[src/rtl/ramr_pkg.sv]
`default_nettype none
// ============================================================================
// Module      : ramr_pkg
// Description : Shared definitions for the fifoe reader: state codes, default
//               inter-byte timeout and frame-length helper.
// Revision    : 1.0 - initial release
// ============================================================================
package ramr_pkg;

    typedef enum logic [7:0] {
        RD_IDLE = 8'h00,
        RD_WAIT = 8'h01,
        RD_READ = 8'h02,
        RD_DONE = 8'h03
    } ramr_state_t;

    localparam logic [15:0] RAMR_TOUT_DEFAULT = 16'd1000;

    // Bytes pulled from the FIFO per frame: the command plus an optional trailer.
    function automatic int ramr_frame_len(input int num, input bit chk_en);
        return chk_en ? num + 1 : num;
    endfunction

endpackage : ramr_pkg
`default_nettype wire

[src/rtl/ramr_cnt.sv]
`default_nettype none
// ============================================================================
// Module      : ramr_cnt
// Description : Captured-byte counter and inter-byte idle counter with a
//               shared clear and terminal flags for the fifoe reader.
// Revision    : 1.0 - initial release
// ============================================================================
module ramr_cnt #(
    parameter int          BYTE_W   = 4,
    parameter int          BYTE_MAX = 12,
    parameter logic [15:0] TOUT     = 16'd1000
) (
    input  logic              clk,
    input  logic              rst,
    input  logic              clr,
    input  logic              byte_inc,
    input  logic              idle_inc,
    output logic [BYTE_W-1:0] byte_cnt,
    output logic              byte_term,
    output logic              idle_term
);

    localparam logic [BYTE_W-1:0] c_BYTE_MAX  = BYTE_W'(BYTE_MAX);
    localparam logic [15:0]       c_IDLE_LAST = TOUT - 16'd1;

    logic [BYTE_W-1:0] r_byte_cnt;
    logic [15:0]       r_idle_cnt;

    always_ff @(posedge clk or posedge rst) begin
        if (rst) begin
            r_byte_cnt <= '0;
            r_idle_cnt <= '0;
        end else if (clr) begin
            r_byte_cnt <= '0;
            r_idle_cnt <= '0;
        end else begin
            if (byte_inc) begin
                r_byte_cnt <= r_byte_cnt + BYTE_W'(1);
                r_idle_cnt <= '0;
            end else if (idle_inc && (r_idle_cnt != 16'hFFFF)) begin
                r_idle_cnt <= r_idle_cnt + 16'd1;
            end
        end
    end

    assign byte_cnt  = r_byte_cnt;
    assign byte_term = (r_byte_cnt == c_BYTE_MAX);
    // Flags the idle cycle that completes TOUT cycles since the last byte.
    assign idle_term = (r_idle_cnt >= c_IDLE_LAST);

endmodule : ramr_cnt
`default_nettype wire

[src/rtl/ramr.sv]
`default_nettype none
// ============================================================================
// Module      : ramr
// Description : Reads one NUM-byte command frame from the fifoe byte FIFO and
//               presents it on cmd_tx. Optional XOR trailer check is enabled
//               with the RAMR_CHK_EN macro.
// Revision    : 1.0 - initial release
// ============================================================================
module ramr
    import ramr_pkg::*;
#(
    parameter int          NUM  = 12,
    parameter logic [15:0] TOUT = RAMR_TOUT_DEFAULT
) (
    input  logic             clk,
    input  logic             rst,
    input  logic             fs,
    output logic             fd,
    input  logic [7:0]       fifoe_rxd,
    input  logic             fifoe_empty,
    output logic             fifoe_rxen,
    output logic [8*NUM-1:0] cmd_tx,
    output logic             cmd_err,
    output logic [7:0]       so
);

`ifdef RAMR_CHK_EN
    localparam bit c_CHK = 1'b1;
`else
    localparam bit c_CHK = 1'b0;
`endif

    localparam int                c_FRM_I = ramr_frame_len(NUM, c_CHK);
    localparam int                c_CNT_W = $clog2(c_FRM_I + 1);
    localparam logic [c_CNT_W-1:0] c_FRM  = c_CNT_W'(c_FRM_I);
    localparam logic [c_CNT_W-1:0] c_NUM  = c_CNT_W'(NUM);

    ramr_state_t        r_state;
    ramr_state_t        w_state_nxt;
    logic [c_CNT_W-1:0] r_issued;
    logic               r_rd_vld;
    logic [8*NUM-1:0]   r_sh;

    logic [c_CNT_W-1:0] w_byte_cnt;
    logic               w_byte_term;
    logic               w_idle_term;
    logic               w_clr;
    logic               w_byte_inc;
    logic               w_idle_inc;
    logic               w_timeout;
    logic               w_rxen;
    logic               w_frame_exit;
    logic               w_timeout_exit;
    logic               w_chk_err;

    assign w_clr      = (r_state == RD_IDLE);
    assign w_byte_inc = r_rd_vld && (r_state == RD_READ);
    assign w_idle_inc = ((r_state == RD_WAIT) || (r_state == RD_READ)) && !w_byte_inc;
    assign w_timeout  = w_idle_inc && w_idle_term;

    ramr_cnt #(
        .BYTE_W   (c_CNT_W),
        .BYTE_MAX (c_FRM_I),
        .TOUT     (TOUT)
    ) u_cnt (
        .clk       (clk),
        .rst       (rst),
        .clr       (w_clr),
        .byte_inc  (w_byte_inc),
        .idle_inc  (w_idle_inc),
        .byte_cnt  (w_byte_cnt),
        .byte_term (w_byte_term),
        .idle_term (w_idle_term)
    );

    always_ff @(posedge clk or posedge rst) begin
        if (rst) begin
            r_state <= RD_IDLE;
        end else begin
            r_state <= w_state_nxt;
        end
    end

    always_comb begin
        w_state_nxt    = r_state;
        w_rxen         = 1'b0;
        w_frame_exit   = 1'b0;
        w_timeout_exit = 1'b0;
        case (r_state)
            RD_IDLE: begin
                if (fs) begin
                    w_state_nxt = RD_WAIT;
                end
            end
            RD_WAIT: begin
                if (!fifoe_empty) begin
                    w_state_nxt = RD_READ;
                end else if (w_timeout) begin
                    w_state_nxt    = RD_DONE;
                    w_timeout_exit = 1'b1;
                end
            end
            RD_READ: begin
                if (w_byte_term) begin
                    w_state_nxt  = RD_DONE;
                    w_frame_exit = 1'b1;
                end else if (w_timeout) begin
                    w_state_nxt    = RD_DONE;
                    w_timeout_exit = 1'b1;
                end else if (!fifoe_empty && (r_issued < c_FRM)) begin
                    // Gated by the live empty flag so no read is issued the cycle it rises.
                    w_rxen = 1'b1;
                end
            end
            RD_DONE: begin
                if (!fs) begin
                    w_state_nxt = RD_IDLE;
                end
            end
            default: begin
                w_state_nxt = RD_IDLE;
            end
        endcase
    end

    always_ff @(posedge clk or posedge rst) begin
        if (rst) begin
            r_issued <= '0;
            r_rd_vld <= 1'b0;
        end else begin
            r_rd_vld <= w_rxen;
            if (w_clr) begin
                r_issued <= '0;
            end else if (w_rxen) begin
                r_issued <= r_issued + c_CNT_W'(1);
            end
        end
    end

    // Only command bytes enter the shift register; a trailer is checked separately.
    always_ff @(posedge clk or posedge rst) begin
        if (rst) begin
            r_sh <= '0;
        end else if (w_clr) begin
            r_sh <= '0;
        end else if (w_byte_inc && (w_byte_cnt < c_NUM)) begin
            r_sh <= {r_sh[8*NUM-9:0], fifoe_rxd};
        end
    end

`ifdef RAMR_CHK_EN
    logic [7:0] r_xor;
    logic       r_chk_bad;

    always_ff @(posedge clk or posedge rst) begin
        if (rst) begin
            r_xor     <= '0;
            r_chk_bad <= 1'b0;
        end else if (w_clr) begin
            r_xor     <= '0;
            r_chk_bad <= 1'b0;
        end else if (w_byte_inc) begin
            if (w_byte_cnt < c_NUM) begin
                r_xor <= r_xor ^ fifoe_rxd;
            end else begin
                r_chk_bad <= (fifoe_rxd != r_xor);
            end
        end
    end

    assign w_chk_err = r_chk_bad;
`else
    assign w_chk_err = 1'b0;
`endif

    always_ff @(posedge clk or posedge rst) begin
        if (rst) begin
            cmd_tx  <= '0;
            cmd_err <= 1'b0;
        end else begin
            if ((r_state == RD_IDLE) && fs) begin
                cmd_err <= 1'b0;
            end
            if (w_frame_exit) begin
                cmd_err <= w_chk_err;
                if (!w_chk_err) begin
                    cmd_tx <= r_sh;
                end
            end else if (w_timeout_exit) begin
                cmd_err <= 1'b1;
            end
        end
    end

    assign fifoe_rxen = w_rxen;
    assign fd         = (r_state == RD_DONE);
    assign so         = r_state;

endmodule : ramr
`default_nettype wire
[config.mk]
export PLATFORM = sky130hd
export DESIGN_NAME = ramr
export DESIGN_NICKNAME = d
export VERILOG_FILES = /design/src/rtl/ramr_pkg.sv /design/src/rtl/ramr_cnt.sv /design/src/rtl/ramr.sv
export SDC_FILE = /design/constraint.sdc
export NUM_CORES = 1
export LEC_CHECK = 0
export ABC_CLOCK_PERIOD_IN_PS = 16900
export CAP_MARGIN = 20
export CORE_MARGIN = 4
export CORE_UTILIZATION = 50
export CTS_BUF_LIST = sky130_fd_sc_hd__clkbuf_16
export DETAILED_ROUTE_END_ITERATION = 16
export GPL_TIMING_DRIVEN = 0
export PLACE_DENSITY = 0.73
export SYNTH_ARGS = -nofsm -noshare
export SYNTH_HDL_FRONTEND = slang
export SYNTH_SLANG_ARGS = --single-unit
[constraint.sdc]
create_clock -name clk -period 16.9 [get_ports clk]
set_clock_uncertainty 0.05 [all_clocks]
set_input_delay 2.535 -clock clk [delete_from_list [all_inputs] [get_ports clk]]
set_output_delay 2.535 -clock clk [all_outputs]
set_load 0.02 [all_outputs]
==> results.ini, run 1 <==
[global_route]
grt_pass1_wl_um=32570
grt_max_degree=131
grt_pass1_vias=6285
grt.total_usage_pct=19.43
antenna_found_initial=0
grt.overflow.total=0

[synth]
synthArstFlopShare_pct=100.0
synth_top_area_share_pct=61.67
synth_ff_type=dfrtp_1
synth-edff-count=0
synth_largest_area_cell=dfrtp_1
yosysUniqueCellTypes=44
syn_area_mm2=0.009170
synth_cells=808
avgSynthCellArea_um2=11.35
ys_seq_elements=226
yosysWarnings=0
ys_top_cells_by_area=dfrtp_1 (62%), nand2_1 (8.5%), mux2_2 (8.2%), a21oi_1 (5.3%), mux2_4 (4.7%)
seq_area_frac_synth_pct=61.67
yosysMostFrequentCell=dfrtp_1
yosys-top-cells-count=dfrtp_1 (226), nand2_1 (207), a21oi_1 (97), mux2_2 (67), clkbuf_1 (32)

[sta]
finalHoldViolCount=0
finalCriticalPeriod_ps=6814
rsz0062_at_grt=no
slew_headroom_pct=44.24
fmax_mhz=146.8
period_share_pct=40.32
setup_violations=0
setup_tns_ps=0
slew_viol_final=0
tightest_slew_ps=831.4

[worst_setup_path]
cp.arrival_ps=4230
start_kind=input port
path_class=in -> out
worst_setup_path_end_kind=primary output
worstPathRequired_ps=14320
cp_max_fo=6

[detailed_routing]
drc=0
vias=6365
wl_um=19810
avgViaCountPerCell=5.287
post_drt_wl_per_cell_um=16.46
drtAntennaViolNets=0
drt_iter0_markers=381
detail_route.first_pass.iterations=4

[pwr]
power_density_mw_per_mm2=91.82
p_sw_share_pct=21.71
clock_power_share_pct=45.0
p_seq_share_pct=52.8
p_int_uw=819.2
switchingPower_uw=227.2
ir_drop_uv=86.21
pwr-share-comb_pct=2.2
power_leakage_uw=0.005293
power.total_uw=1046

[clock_network]
cts_sinks=226
cts_hold_buffers=0
htree_num_levels=1
post_cts.repair.setup_buffers=0
clock_latency_ps=510
clk_pin_slew_ps=60
clockBufferDepth=3
cts_made_buffers=24
cts_resized=0
cts_tree=built
root_buffer=clkbuf_16

[floorplanning]
initial_core_util_pct=50.87
fp.coreArea_mm2=0.01802
die_w_um=143.4
ios=119
dieArea_mm2=0.02057
die_height_um=143.4
fp-row-count=49

[layout]
diodes=0
fin_nets=975
drive_above_1_share_pct=15.38
final_cell_area_mm2=0.01140
syn_to_final_growth_pct=24.27
final_core_util_pct=63.22

[worst_hold_path]
hp-class=reg -> reg

[placed_design]
hpwl_um=13550
gp_congestion=0.8360
placed_area_mm2=0.01070
numPortBuffers=118

[status]
status=complete, no violations

[flow_run]
maxCapViolCount=0

## area by class of cell
cell class | instances | area [um2]
fill | 1477 | 6629
inverter | 10 | 45.04
multi-input combinational | 528 | 3266
timing repair buffer | 120 | 1214
buffer | 49 | 230.2
sequential | 226 | 5655
tap | 229 | 286.5
clock inverter | 17 | 73.82
clock buffer | 25 | 625.6
## per-stage QoR
stage          hold slack, ps  setup WS (ps)  cells
2_1_floorplan           429.7           8124    813
3_3_place_gp            437.3           5248   1160
3_5_place_dp            442.1          10100   1162
4_1_cts                 455.4          10080   1204
5_1_grt                 467.7          10020   1204
6_report                452.5          10090   1204
## cells in the final DEF, fill, tap and decap left out, types with 5 or more instances in the layout
cell type,synthesis,layout
nand4_1,5,5
xnor2_1,10,10
inv_1,10,14
mux2_2,67,67
o21ai_0,7,7
clkbuf_1,32,32
nor3_1,7,7
conb_1,1,6
nor4_1,5,5
mux2_4,29,29
nand3_1,17,17
clkinv_1,0,8
nand2_1,207,207
clkbuf_16,0,25
or4_1,5,5
nor2_1,20,20
or3_1,6,6
a21oi_1,97,97
clkdlybuf4s50_1,0,118
buf_2,13,14
dfrtp_1,226,226
## worst max-delay path, stage by stage
cell and delay (ps):
clkdlybuf4s50_1 500, a2111o_1 390, nor2_1 170, clkdlybuf4s50_1 630
## path summary, 6_finish.rpt
check,startpoint,endpoint,slack (ps),cells after the start
min in group asynchronous,rst,cmd_tx[91],2470,2
hold / removal,cmd_tx[75],cmd_tx[75],450,1
hold reg to reg,cmd_tx[75],cmd_tx[75],450,1
setup / recovery,fifoe_empty,fifoe_rxen,10090,4
setup reg to reg,so[2],r_sh[27],13990,8
max in group asynchronous,rst,u_cnt.r_idle_cnt[3],13280,3
## per-layer routing
metal / up-vias / GRT usage (%) / part of all wire [%]
li1: 3039 / - / -
met1: 3145 / 27.78 / 45
met2: 144 / 31.63 / 48
met3: 37 / 2.962 / 4.6
met4: 0 / 4.757 / 2.2
met5: - / 0 / 0
## power by group through the flow
| stage | registers [uW] | logic (uW) | clock network (uW) |
|---|---|---|---|
| after floorplan | 561 | 13.8 | 0 |
| after global placement | 562 | 22.9 | 0 |
| after detailed placement | 562 | 24.5 | 0 |
| after CTS | 552 | 24.5 | 481 |
| after global routing | 552 | 27.1 | 505 |
| final | 552 | 23.5 | 471 |
## kinds of logic after synthesis
group,after synthesis,synth area share (%)
flops,226,61.67
fa+ha+maj,4,0.5458
simple gates,287,13.30
xor+xnor,12,1.146
other cells,1,0.04089
buf+inv,59,2.920
compound gates,122,7.286
mux,97,13.08
## flip-flops by register name, indices dropped and copies added, names as in the netlist
| name | flops |
|---|---|
| r_sh | 96 |
| r_issued | 4 |
| cmd_err | 1 |
| so | 8 |
| cmd_tx | 96 |
| u_cnt.byte_cnt | 4 |
| u_cnt.r_idle_cnt | 16 |
| r_rd_vld | 1 |
Power figures use the tool's default switching activity.
==> run 2: changes to the inputs <==
ABC_CLOCK_PERIOD_IN_PS = 5550   (was 16900)
PLACE_DENSITY = 0.76   (was 0.73)
clock period = 5.55 ns   (was 16.9 ns; I/O delays follow)
==> run 2 against run 1 <==
Compared with the run above: register-to-register slack worse by 11000 ps; critical endpoint unchanged; flip-flop and latch count stayed put; die area stayed put; sequential power grew to 3.0 times the previous value; cell area is 1.4% higher; highest routed layer unchanged.
==> results.ini, run 2 (synthesis gave the netlist of run 1 again) <==
[global_route]
grt.overflow.total=0
use_met3_pct=3.627
grt_util_met2_pct=32.81
grt_pass1_vias=6478
grt_pass1_wl_um=33130
grt_max_degree=41
met1_usage_pct=27.53
grt_busiest_layer=met2
grt.total_usage_pct=19.71
antenna_found_initial=0

[worst_setup_path]
worstPathRequired_ps=4670
cp_top_family=simple AND/OR/NAND/NOR gates
rrSetupSlack_ps=2620
rr_endpoint=r_sh[19]
reg2reg_from=so[2]
endpoint=fifoe_rxen
cp.arrival_ps=3160
path_cells=or4_4, or2_1, buf_2, a2111o_1, nor2_1, clkdlybuf4s50_1
start_kind=flip-flop
slowest_stage=clkdlybuf4s50_1
startpoint=so[2]
crit_buf_inv=2
cp_max_fo=9
cp_num_cells=6
rr_worst_depth=8
path_class=reg -> out
cpPeakStageDelay_ps=640
worst_setup_path_end_kind=primary output

[placed_design]
hpwl_um=14080
gp_congestion=0.8453
placed_area_mm2=0.01079
numPortBuffers=118

[detailed_routing]
vias=6397
drt_iter0_markers=322
wl_um=20050
post_drt_wl_per_cell_um=16.60
avgViaCountPerCell=5.296
detail_route.first_pass.iterations=5
drc=0
drtAntennaViolNets=0

[sta]
fmax_mhz=247.4
period_share_pct=72.84
slew_headroom_pct=44.84
rsz0062_at_grt=no
setup_tns_ps=0
tightest_slew_ps=822.5
slew_viol_final=0
finalCriticalPeriod_ps=4043
setup_violations=0
holdWs_ps=453.7
finalHoldViolCount=0

[clock_network]
htree_num_levels=1
cts_hold_buffers=0
root_buffer=clkbuf_16
clockBufferDepth=3
cts_sinks=226
post_cts.repair.setup_buffers=0
clock_latency_ps=510
cts_made_buffers=24
cts_tree=built
clk_pin_slew_ps=60
cts_resized=0

[layout]
diodes=0
nFillCells=1429
reg_top3=cmd_tx: 96 flops, r_sh: 96 flops, u_cnt.r_idle_cnt: 16 flops
fin_nets=980
drive_above_1_share_pct=15.93
final_core_util_pct=64.09
final_common_cell=dfrtp_1
layout_common_cells=dfrtp_1 (226), nand2_1 (207), clkdlybuf4s50_1 (118)
final_cell_area_mm2=0.01155
syn_to_final_growth_pct=25.98

[floorplanning]
fp.coreArea_mm2=0.01802
ios=119
initial_core_util_pct=50.87
dieArea_mm2=0.02057
die_height_um=143.4
die_w_um=143.4
fp-row-count=49

[pwr]
power_leakage_uw=0.005366
power_density_mw_per_mm2=287.9
ir_drop_uv=207.6

[flow_run]
maxCapViolCount=0

[status]
status=complete, no violations

[worst_hold_path]
hp-class=reg -> reg

## run 2: metrics by stage
stage	setup WS [ps]	total power (uW)	cells
floorplan	1716	1751	813
global placement	64.22	1780	1160
detailed placement	2065	1792	1167
CTS	1504	3359	1208
global route	1373	3437	1208
finish	1507	3326	1208
## run 2: where the power goes
part / internal (uW) / switching [uW] / total, uW / leakage, uW
sequential: 1670 / 16.0 / 1680 / 0.00312
combinational: 28.9 / 49.7 / 78.7 / 0.00185
clock: 944 / 622 / 1570 / 0.000391
## run 2: area by class of cell
cell class | instances | area, um2 | share of cell area [%]
buffer | 49 | 230.2 | 1.993
clock buffer | 25 | 625.6 | 5.415
clock inverter | 16 | 141.4 | 1.224
inverter | 10 | 41.29 | 0.3574
multi-input combinational | 528 | 3266 | 28.27
sequential | 226 | 5655 | 48.95
tap | 229 | 286.5 | 2.480
timing repair buffer | 125 | 1306 | 11.31
## run 2: how the worst min path moves through the flow
stage | cells after the start | from | endpoint | slack (ps)
2_1_floorplan | 2 | r_issued[3] | r_issued[3] | 430
3_5_place_dp | 1 | cmd_tx[95] | cmd_tx[95] | 440
3_3_place_gp | 1 | cmd_tx[70] | cmd_tx[70] | 440
6_report | 1 | cmd_tx[95] | cmd_tx[95] | 450
5_1_grt | 1 | cmd_tx[75] | cmd_tx[75] | 460
4_1_cts | 1 | cmd_tx[75] | cmd_tx[75] | 460
## run 2: layer usage
layer | vias to the layer above | part of all wire (%)
li1 | 3042 | -
met1 | 3170 | 45
met2 | 158 | 49
met3 | 27 | 4.8
met4 | 0 | 1.8
met5 | - | 0
## run 2: worst reg2reg max path, stage by stage (launching register included)
cell and delay [ps]:
dfrtp_1 380, or4_4 580, nor4_2 520, and2_1 210
clkbuf_1 310, buf_2 320, buf_2 250, nand2_1 110
a21oi_1 130
==> run 3: changes to the inputs <==
ABC_CLOCK_PERIOD_IN_PS = 4200   (was 5550)
PLACE_DENSITY = 0.73   (was 0.76)
clock period = 4.2 ns   (was 5.55 ns; I/O delays follow)
==> run 3 against run 2 <==
Compared with the run above: sequential share of layout area down 0.17 points; first-iteration DRC count increased by 6.2%; worst setup slack got worse by 1100 ps; flip-flop and latch count unchanged; clock power rose by 41%; critical endpoint unchanged.
==> results.ini, run 3 (synthesis gave the netlist of run 1 again) <==
[worst_setup_path]
start_kind=flip-flop
worst_setup_path_end_kind=primary output
startpoint=so[2]
rr_worst_depth=8
slowest_stage=clkdlybuf4s50_1
reg2reg_from=so[2]
endpoint=fifoe_rxen
path_class=reg -> out
worstPathRequired_ps=3520
rr_endpoint=r_sh[19]
cp.arrival_ps=3100
crit_buf_inv=2
cpPeakStageDelay_ps=630
cp_top_family=simple AND/OR/NAND/NOR gates
cp_max_fo=9
cp_num_cells=6
rrSetupSlack_ps=1290
path_cells=or4_4, or2_1, buf_2, a2111o_1, nor2_1, clkdlybuf4s50_1

[floorplanning]
ios=119
die_height_um=143.4
initial_core_util_pct=50.87
fp-row-count=49
die_w_um=143.4
fp.coreArea_mm2=0.01802
dieArea_mm2=0.02057

[clock_network]
cts_hold_buffers=0
root_buffer=clkbuf_16
clk_pin_slew_ps=60
cts_tree=built
cts_resized=0
htree_num_levels=1
cts_sinks=226
clockBufferDepth=3
cts_made_buffers=24
post_cts.repair.setup_buffers=0
clock_latency_ps=510

[placed_design]
placed_area_mm2=0.01077
hpwl_um=13950
gp_congestion=0.8304
numPortBuffers=118

[global_route]
grt_pass1_vias=6410
grt_pass1_wl_um=32640
grt.overflow.total=0
antenna_found_initial=0
grt_max_degree=44
grt.total_usage_pct=19.52

[sta]
finalCriticalPeriod_ps=3782
tightest_slew_ps=837.1
slew_headroom_pct=43.86
setup_violations=0
slew_viol_final=0
finalHoldViolCount=0
period_share_pct=90.06
rsz0062_at_grt=no
fmax_mhz=264.4

[layout]
reg_top3=cmd_tx: 96 flops, r_sh: 96 flops, u_cnt.r_idle_cnt: 16 flops
multi_input_area_mm2=0.003266
final_common_cell=dfrtp_1
layout_common_cells=dfrtp_1 (226), nand2_1 (207), clkdlybuf4s50_1 (118)
fin_nets=979
final_cell_area_mm2=0.01159
diodes=0
drive_above_1_share_pct=16.45
register_area_mm2=0.005655
nFillCells=1437
final_core_util_pct=64.32
syn_to_final_growth_pct=26.43

[detailed_routing]
wl_met1_um=8884
avgViaCountPerCell=5.229
drtAntennaViolNets=0
post_drt_wl_per_cell_um=16.33
detail_route.first_pass.iterations=4
drc=0
drt_iter0_markers=342
vias=6317
met2_length_um=9617
wl_um=19730
wl_met3_um=864
highest_layer=met4

[pwr]
ir_drop_uv=270.2
power_leakage_uw=0.005389
power.total_uw=4531
power_density_mw_per_mm2=390.8

[worst_hold_path]
hp-class=reg -> reg

[status]
status=complete, no violations

[flow_run]
maxCapViolCount=0

[run 3: per-stage QoR]
| step | setup TNS (ps) | hold slack, ps | cells | setup WS, ps |
|---|---|---|---|---|
| after floorplan | 0 | 429.7 | 813 | 568.0 |
| after global placement | -245980 | 437.1 | 1160 | -1102 |
| after detailed placement | 0 | 442.1 | 1166 | 943.2 |
| after CTS | 0 | 454.5 | 1208 | 382.6 |
| after global routing | 0 | 461.6 | 1208 | 257.2 |
| final | 0 | 451.1 | 1208 | 417.6 |
[run 3: worst min-delay path by stage]
stage                      from     endpoint  slack (ps)  depth (start not counted)
global route         cmd_tx[68]   cmd_tx[68]         460                          1
global placement     cmd_tx[79]   cmd_tx[79]         440                          1
floorplan           r_issued[3]  r_issued[3]         430                          2
CTS                  cmd_tx[65]   cmd_tx[65]         450                          1
detailed placement   cmd_tx[65]   cmd_tx[65]         440                          1
finish               cmd_tx[88]   cmd_tx[88]         450                          1
[run 3: power by group]
part           switching (uW)  internal, uW  leakage, uW  total, uW
clock network             830          1380     0.000423       2210
logic                    65.9          36.4      0.00184        102
registers                20.1          2200      0.00312       2220
total                     916          3610      0.00539       4530
[run 3: area by class of cell]
class	instances	share of cell area [%]
flip-flops and latches	226	48.78
multi-input cells	528	28.17
repair buffers	124	11.09
clock buffers	25	5.396
well taps	229	2.471
plain buffers	49	1.986
clock inverters	17	1.748
inverters	10	0.3561
[run 3: layer usage]
layer / track usage, % / vias to the layer above
li1: - / 3052
met1: 27.82 / 3108
met2: 31.80 / 131
met3: 2.829 / 26
met4: 5.154 / 0
met5: 0 / -
